## src/rtl/hazard_unit.sv

```systemverilog
// Stall-side hazard unit: load-use bubble insertion and multi-cycle load freeze.
// Optional perf counters are built only when HAZARD_PERF_EN is defined.
module hazard_unit #(
    parameter int MEM_LAT = 2,
    parameter int REG_W   = 5
) (
    input  logic             clk,
    input  logic             rst_n,
    input  logic [REG_W-1:0] rs1_id,
    input  logic [REG_W-1:0] rs2_id,
    input  logic             use_rs1_id,
    input  logic             use_rs2_id,
    input  logic [REG_W-1:0] rd_ex,
    input  logic             mem_read_ex,
    input  logic             mem_read_mem,
    output logic             stall,
    output logic             pc_write,
    output logic             if_id_write,
    output logic             id_ex_bubble,
    output logic             ex_mem_write,
    output logic             mem_wb_write,
    output logic [31:0]      stall_cycles,
    output logic [31:0]      load_use_events
);

    typedef enum logic [1:0] {
        IDLE    = 2'd0,
        WAIT    = 2'd1,
        RELEASE = 2'd2
    } state_t;

    localparam bit       HAS_LAT  = (MEM_LAT > 0);
    localparam bit       ONE_LAT  = (MEM_LAT == 1);
    localparam logic [3:0] CNT_INIT = (MEM_LAT > 1) ? 4'(MEM_LAT - 2) : 4'd0;

    state_t     state_q, state_d;
    logic [3:0] cnt_q, cnt_d;
    logic       mem_start;
    logic       freeze;
    logic       lu;
    logic       rs1_hit;
    logic       rs2_hit;

    // RELEASE is excluded so the load just served cannot retrigger a freeze.
    assign mem_start = (state_q == IDLE) && mem_read_mem && HAS_LAT;

    always_comb begin
        state_d = state_q;
        cnt_d   = cnt_q;
        case (state_q)
            IDLE: begin
                if (mem_start) begin
                    if (ONE_LAT) begin
                        state_d = RELEASE;
                    end else begin
                        state_d = WAIT;
                        cnt_d   = CNT_INIT;
                    end
                end
            end
            WAIT: begin
                if (cnt_q == 4'd0) begin
                    state_d = RELEASE;
                end else begin
                    cnt_d = cnt_q - 4'd1;
                end
            end
            RELEASE: state_d = IDLE;
            default: state_d = IDLE;
        endcase
    end

    always_ff @(posedge clk or negedge rst_n) begin
        if (!rst_n) begin
            state_q <= IDLE;
            cnt_q   <= 4'd0;
        end else begin
            state_q <= state_d;
            cnt_q   <= cnt_d;
        end
    end

    // Gating with rst_n lets stall drop the instant reset is asserted.
    always_comb begin
        rs1_hit = use_rs1_id && (rs1_id == rd_ex);
        rs2_hit = use_rs2_id && (rs2_id == rd_ex);
        lu      = rst_n && mem_read_ex && (rd_ex != '0) && (rs1_hit || rs2_hit);
        freeze  = rst_n && (mem_start || (state_q == WAIT));
    end

    assign stall        = freeze || lu;
    assign pc_write     = !stall;
    assign if_id_write  = !stall;
    assign id_ex_bubble = lu && !freeze;
    assign ex_mem_write = !freeze;
    assign mem_wb_write = !freeze;

`ifdef HAZARD_PERF_EN
    logic [31:0] stall_cycles_q, stall_cycles_d;
    logic [31:0] load_use_events_q, load_use_events_d;

    // Counters wrap naturally at 2^32.
    always_comb begin
        stall_cycles_d    = stall_cycles_q + {31'd0, stall};
        load_use_events_d = load_use_events_q + {31'd0, id_ex_bubble};
    end

    always_ff @(posedge clk or negedge rst_n) begin
        if (!rst_n) begin
            stall_cycles_q    <= 32'd0;
            load_use_events_q <= 32'd0;
        end else begin
            stall_cycles_q    <= stall_cycles_d;
            load_use_events_q <= load_use_events_d;
        end
    end

    assign stall_cycles    = stall_cycles_q;
    assign load_use_events = load_use_events_q;
`else
    assign stall_cycles    = 32'd0;
    assign load_use_events = 32'd0;
`endif

endmodule

```

## config.mk

```make
export PLATFORM = sky130hd
export DESIGN_NAME = hazard_unit
export DESIGN_NICKNAME = d
export VERILOG_FILES = /design/src/rtl/hazard_unit.sv
export SDC_FILE = /design/constraint.sdc
export NUM_CORES = 1
export LEC_CHECK = 0
export ABC_AREA = 1
export CORE_MARGIN = 5
export CORE_UTILIZATION = 34
export DETAILED_ROUTE_END_ITERATION = 7
export HOLD_SLACK_MARGIN = 0.02
export PLACE_DENSITY = 0.92
export SLEW_MARGIN = 20
export SYNTH_ARGS = -nofsm -noshare
export SYNTH_HDL_FRONTEND = slang
export SYNTH_SLANG_ARGS = --single-unit
export TNS_END_PERCENT = 5
```

## constraint.sdc

```tcl
create_clock -name clk -period 3.3 [get_ports clk]
set_input_delay 0.33 -clock clk [delete_from_list [all_inputs] [get_ports clk]]
set_output_delay 0.33 -clock clk [all_outputs]
set_load 0.1 [all_outputs]
```

==> results of run 1 <==
stage by stage:
stage / hold slack, ns / utilization / setup slack [ns] / total power (W) / instances
floorplan: 0.0344 / - / 0.276 / 0.000836 / 225
global placement: 0.480 / 0.356 / 1.22 / 0.000851 / 218
detailed placement: 0.486 / 0.356 / 1.20 / 0.000860 / 218
CTS: 0.352 / 0.363 / 1.20 / 0.000931 / 221
global route: 0.352 / 0.363 / 1.07 / 0.000982 / 221
finish: 0.351 / 0.363 / 1.21 / 0.000928 / 221
kinds of logic after synthesis:
group | synth area share
buffers and inverters | 0.560
and+or+nand+nor | 0.239
AOI/OAI and AO/OA | 0.0400
DFF | 0.145
adders and majority gates | 0.0121
other | 0.00363
per-layer routing:
| metal | vias up | share of wire |
|---|---|---|
| met2 | 61 | 0.50 |
| met5 | - | 0 |
| met3 | 6 | 0.15 |
| li1 | 406 | - |
| met4 | 0 | 0.022 |
| met1 | 332 | 0.33 |
sequential cells by signal, indices dropped and copies added, names as in the netlist:
name	count
cnt_q	4
state_q	2
cell usage in the layout, fill, tap and decap left out, types with 2 or more instances in the layout:
cell type | netlist | final
conb_1 | 1 | 64
nand2_1 | 33 | 33
inv_1 | 20 | 20
clkdlybuf4s50_1 | 0 | 20
nor2_1 | 12 | 12
nand3_1 | 8 | 8
dfrtp_1 | 6 | 6
buf_4 | 66 | 6
o21ai_0 | 3 | 3
clkbuf_4 | 0 | 3
nor2_2 | 2 | 2
inv_2 | 2 | 2
nand2_2 | 2 | 2
a21oi_1 | 2 | 2
worst max-delay path by stage:
stage | from | end | slack, ns | cells past startpoint
2_1_floorplan | rd_ex[2] | pc_write | 0.28 | 8
3_3_place_gp | rd_ex[1] | if_id_write | 1.22 | 7
3_5_place_dp | rd_ex[1] | id_ex_bubble | 1.20 | 10
4_1_cts | rd_ex[1] | id_ex_bubble | 1.20 | 10
5_1_grt | rd_ex[4] | id_ex_bubble | 1.07 | 10
6_report | rd_ex[1] | id_ex_bubble | 1.21 | 10
final cells by class:
cell class,count,share of cell area
well taps,33,0.0382
clock buffers,3,0.0208
repair buffers,26,0.227
multi-input cells,131,0.499
flip-flops and latches,6,0.139
inverters,22,0.0763
worst register-to-register path: stages (launching register included):
cell,delay (ns)
dfrtp_1,0.35
inv_1,0.06
ha_1,0.20
nand3_1,0.12
nand2_1,0.12
nor2_1,0.11
nand2_1,0.05
and3_1,0.15
power groups by stage:
stage / logic, W / clock network, W / registers (W)
after CTS: 0.000739 / 0.0000708 / 0.000122
final: 0.000739 / 0.0000668 / 0.000122
after floorplan: 0.000718 / 0 / 0.000118
after global routing: 0.000777 / 0.0000799 / 0.000125
after detailed placement: 0.000737 / 0 / 0.000122
after global placement: 0.000730 / 0 / 0.000121
==> results.json, run 1 <==
{
  "status": "completed",
  "coreArea_um2": 2980,
  "fin_tns_setup_ns": 0,
  "fill_cells": 313,
  "yosys-top-cells-area": "buf_4 (48%), dfrtp_1 (15%), nand2_1 (12%), inv_1 (7.3%), nor2_1 (4.4%)",
  "avgViaCountPerCell": 3.64,
  "multi_input_area_um2": 541,
  "hold_buffers": 0,
  "crit_arrival_ns": 1.76,
  "comb_power_share": 0.797,
  "p_int_w": 0.000259,
  "rsz0062_at_grt": "false",
  "place_area_um2": 1060,
  "vdd_ir_drop_max_uv": 219,
  "seq_area_frac_synth": 0.145,
  "clk_path_buf_depth": 2,
  "place_congestion": 0.798,
  "ioPinCount": 91,
  "num_antenna_cells": 0,
  "wl_per_cell_um": 8.67,
  "p_seq_frac": 0.131,
  "synth-seq-cells": 6,
  "maxCapViolCount": 0,
  "routed_wirelength_um": 1920,
  "clock_sinks": 6,
  "synth.distinct_cells": 17,
  "final_nets": 212,
  "drtPass1Iterations": 4,
  "max_freq_ghz": 0.478,
  "use_met2": 0.142,
  "use_met1": 0.0837,
  "synth_top_area_cell": "buf_4",
  "drcViolationCount": 0,
  "grtUsageMet3": 0.0291,
  "synthTopCellsByCount": "buf_4 (66), nand2_1 (33), inv_1 (20)",
  "yosysWarnings": 0,
  "vias": 805,
  "netlist_area_um2": 1030,
  "hold_viol": 0,
  "critPathTopFamily": "buffers and inverters",
  "drive_above_1_share": 0.0851,
  "h-tree-depth": 1,
  "worstRegToRegCells": 7,
  "crit_path_cell_trace": "clkdlybuf4s50_1, inv_2, nand2_1, nand2_1, nor2_1, nand3_1, nand2_2, nand2_2, nor2_2, buf_4",
  "fp.dieW_um": 65.1,
  "synthFlopType": "dfrtp_1",
  "hold_path.class": "input port to async pin",
  "async_flop_share": 1.00,
  "fin_area_um2": 1080,
  "die_y_um": 65.1,
  "initial_core_util": 0.347,
  "p_per_area_nw_per_um2": 857,
  "finalCriticalPeriod_ns": 2.09,
  "drt_iter0_drc": 23,
  "overflow": 0,
  "period_share": 0.634,
  "critical_path_required_ns": 2.97,
  "die-area_um2": 4240,
  "synth-edff-count": 0,
  "antenna_found_initial": 0,
  "finalMaxSlewViolations": 0,
  "worstSetupEndpointType": "primary output",
  "cts_buffers": 3,
  "clkPwrFrac": 0.072,
  "cts_tree": "done",
  "cp-start-kind": "input port",
  "place_hpwl_um": 1730,
  "synth_top_cell_area_share": 0.480,
  "postRouteAntennaNets": 0,
  "regArea_um2": 150,
  "synth_most_common_cell": "buf_4",
  "grt_max_degree": 9,
  "path_clk_slew_ns": 0.04,
  "crit_path_max_incr_delay_ns": 0.54,
  "avgSynthCellArea_um2": 6.37,
  "reg2reg_to": "cnt_q[3]",
  "rows": 20,
  "swShare": 0.721,
  "reg2reg_setup_slack_ns": 2.02,
  "slowest_stage": "clkdlybuf4s50_1",
  "port_buffers": 26,
  "postCtsSetupRepairBufs": 0,
  "grt-busiest-layer": "met2",
  "area_delta_synth_final_pct": 4.85,
  "root_buffer": "clkbuf_4",
  "synthCells": 162,
  "insertion_delay_ns": 0.24,
  "crit_buf_inv": 3,
  "r2r-start": "cnt_q[0]",
  "path_class": "input port to primary output",
  "finalClockSkew_ns": 0.000742,
  "p_sw_w": 0.000668,
  "ctsResizeCount": 0,
  "p_leak_nw": 0.674,
  "worstPathMaxFanout": 4,
  "finalSetupViolCount": 0,
  "grt_util_all_layers": 0.0805,
  "grt_pass1_vias": 693,
  "grt_pass1_wl_um": 2720
}
Note: power is estimated with default switching activity, not from simulation.
==> run 2: changes to the inputs <==
CORE_UTILIZATION = 29   (was 34)
PLACE_DENSITY = 0.84   (was 0.92)
clock period = 1.8 ns   (was 3.3 ns; I/O delays follow)
==> run 2 against run 1 <==
Sequential power up 80%. Critical path depth unchanged. Highest routed layer unchanged. Die area up 14%. Sequential share of layout area down 1.7 points. Cell count up 7.2%. Flip-flop and latch count unchanged. Combinational power up 110%. Critical path type unchanged. Largest cell class unchanged. Cell area up 14%.
==> results.json, run 2 (same netlist as run 1, synthesis figures left out) <==
{
  "vias": 786,
  "worstSetupEndpointType": "primary output",
  "die_y_um": 69.7,
  "p_seq_frac": 0.116,
  "path_clk_slew_ns": 0.05,
  "cp-start-kind": "input port",
  "finalSetupViolCount": 0,
  "grt_max_degree": 7,
  "hold_viol": 0,
  "ctsResizeCount": 0,
  "crit_path_max_incr_delay_ns": 0.49,
  "finalCriticalPeriod_ns": 1.67,
  "drcViolationCount": 0,
  "finalMaxSlewViolations": 0,
  "largest_reg_flops": 4,
  "final_nets": 215,
  "max_freq_ghz": 0.598,
  "comb_power_share": 0.820,
  "routed_wirelength_um": 2100,
  "hold_path.class": "input port to async pin",
  "final_common_cell": "conb_1",
  "hold_buffers": 0,
  "vdd_ir_drop_max_uv": 818,
  "postRouteAntennaNets": 0,
  "clk_path_buf_depth": 2,
  "rows": 21,
  "slowest_stage": "clkdlybuf4s50_1",
  "clkPwrFrac": 0.064,
  "num_antenna_cells": 0,
  "ioPinCount": 91,
  "swShare": 0.675,
  "top_register": "cnt_q",
  "reg.largest.list": "cnt_q: 4 flops, state_q: 2 flops",
  "p_leak_nw": 0.764,
  "crit_arrival_ns": 1.49,
  "cts_tree": "done",
  "grt_util_all_layers": 0.0795,
  "insertion_delay_ns": 0.24,
  "fp.dieW_um": 69.7,
  "drt_iter0_drc": 20,
  "grt_pass1_wl_um": 3260,
  "maxCapViolCount": 0,
  "die-area_um2": 4850,
  "p_sw_w": 0.00128,
  "p_per_area_nw_per_um2": 1540,
  "finalClockSkew_ns": 0.00729,
  "root_buffer": "clkbuf_4",
  "place_hpwl_um": 1900,
  "cp_common_cell": "nand2_1",
  "critical_path_required_ns": 1.62,
  "critPathTopFamily": "buffers and inverters",
  "layout_common_cells": "conb_1 (64), nand2_1 (32), inv_1 (18), clkdlybuf4s50_1 (16), nor2_1 (11)",
  "coreArea_um2": 3390,
  "cts_buffers": 3,
  "rsz0062_at_grt": "false",
  "drtPass1Iterations": 4,
  "p_int_w": 0.000615,
  "h-tree-depth": 1,
  "place_congestion": 0.787,
  "power.total_w": 0.00189,
  "whs_ns": 0.284,
  "crit_buf_inv": 3,
  "wl_per_cell_um": 8.84,
  "avgViaCountPerCell": 3.32,
  "clock_sinks": 6,
  "status": "completed",
  "period_share": 0.929,
  "antenna_found_initial": 0,
  "initial_core_util": 0.305,
  "area_delta_synth_final_pct": 19.4,
  "port_buffers": 26,
  "overflow": 0,
  "path_class": "input port to primary output",
  "drive_above_1_share": 0.126,
  "grt_pass1_vias": 754,
  "worstPathMaxFanout": 4,
  "postCtsSetupRepairBufs": 0,
  "crit_path_cell_trace": "clkdlybuf4s50_1, inv_2, nand2_1, nand2_1, nor2_1, nand3_1, nand2_2, nand2_4, nor2_4, buf_12"
}
run 2: cell types whose count changed in the layout (fill, tap and decap cells not counted), moves of 2 or more:
cell / delta
clkdlybuf4s50_1: -4
buf_4: -3
inv_1: -2
dlymetal6s2s_1: +4
inv_2: +2
buf_12: +6
run 2: power groups by stage:
stage / sequential (W) / combinational [W] / clock [W]
after detailed placement: 0.000222 / 0.00155 / 0
after CTS: 0.000220 / 0.00155 / 0.000125
after global routing: 0.000227 / 0.00164 / 0.000135
final: 0.000219 / 0.00155 / 0.000120
after floorplan: 0.000217 / 0.00133 / 0
after global placement: 0.000220 / 0.00152 / 0
run 2: stage by stage:
step           std cells  setup TNS [ns]   util  instance area (um2)  setup slack [ns]
4_1_cts              237               0  0.357                 1210           0.00669
6_report             237               0  0.364                 1230             0.127
3_3_place_gp         234               0  0.350                 1190            0.0209
5_1_grt              237               0  0.364                 1230           0.00594
2_1_floorplan        225          -0.296      -                 1280            -0.217
3_5_place_dp         234               0  0.350                 1190           0.00964
run 2: area by class of cell:
type | instances | area [um2]
Inverter | 22 | 82.6
Fill cell | 354 | 2160
Tap cell | 46 | 57.6
Clock buffer | 3 | 22.5
Multi-Input combinational cell | 131 | 567
Sequential cell | 6 | 150
Timing Repair Buffer | 29 | 353
run 2: per-layer routing:
| layer | share of wire | GRT usage |
|---|---|---|
| met4 | 0.0062 | 0.0191 |
| met1 | 0.33 | 0.0739 |
| met5 | 0 | 0 |
| met3 | 0.12 | 0.0232 |
| met2 | 0.54 | 0.165 |
run 2: final timing paths:
path	cells past startpoint	to	startpoint	slack (ns)
worst min register to register	1	cnt_q[0]	cnt_q[0]	0.50
worst max-delay path	10	id_ex_bubble	rd_ex[3]	0.13
min in group clk	1	cnt_q[0]	cnt_q[0]	0.50
worst max register to register	7	cnt_q[3]	cnt_q[0]	0.51
max in group asynchronous	2	state_q[0]	rst_n	1.39
worst min-delay path	2	cnt_q[2]	rst_n	0.28
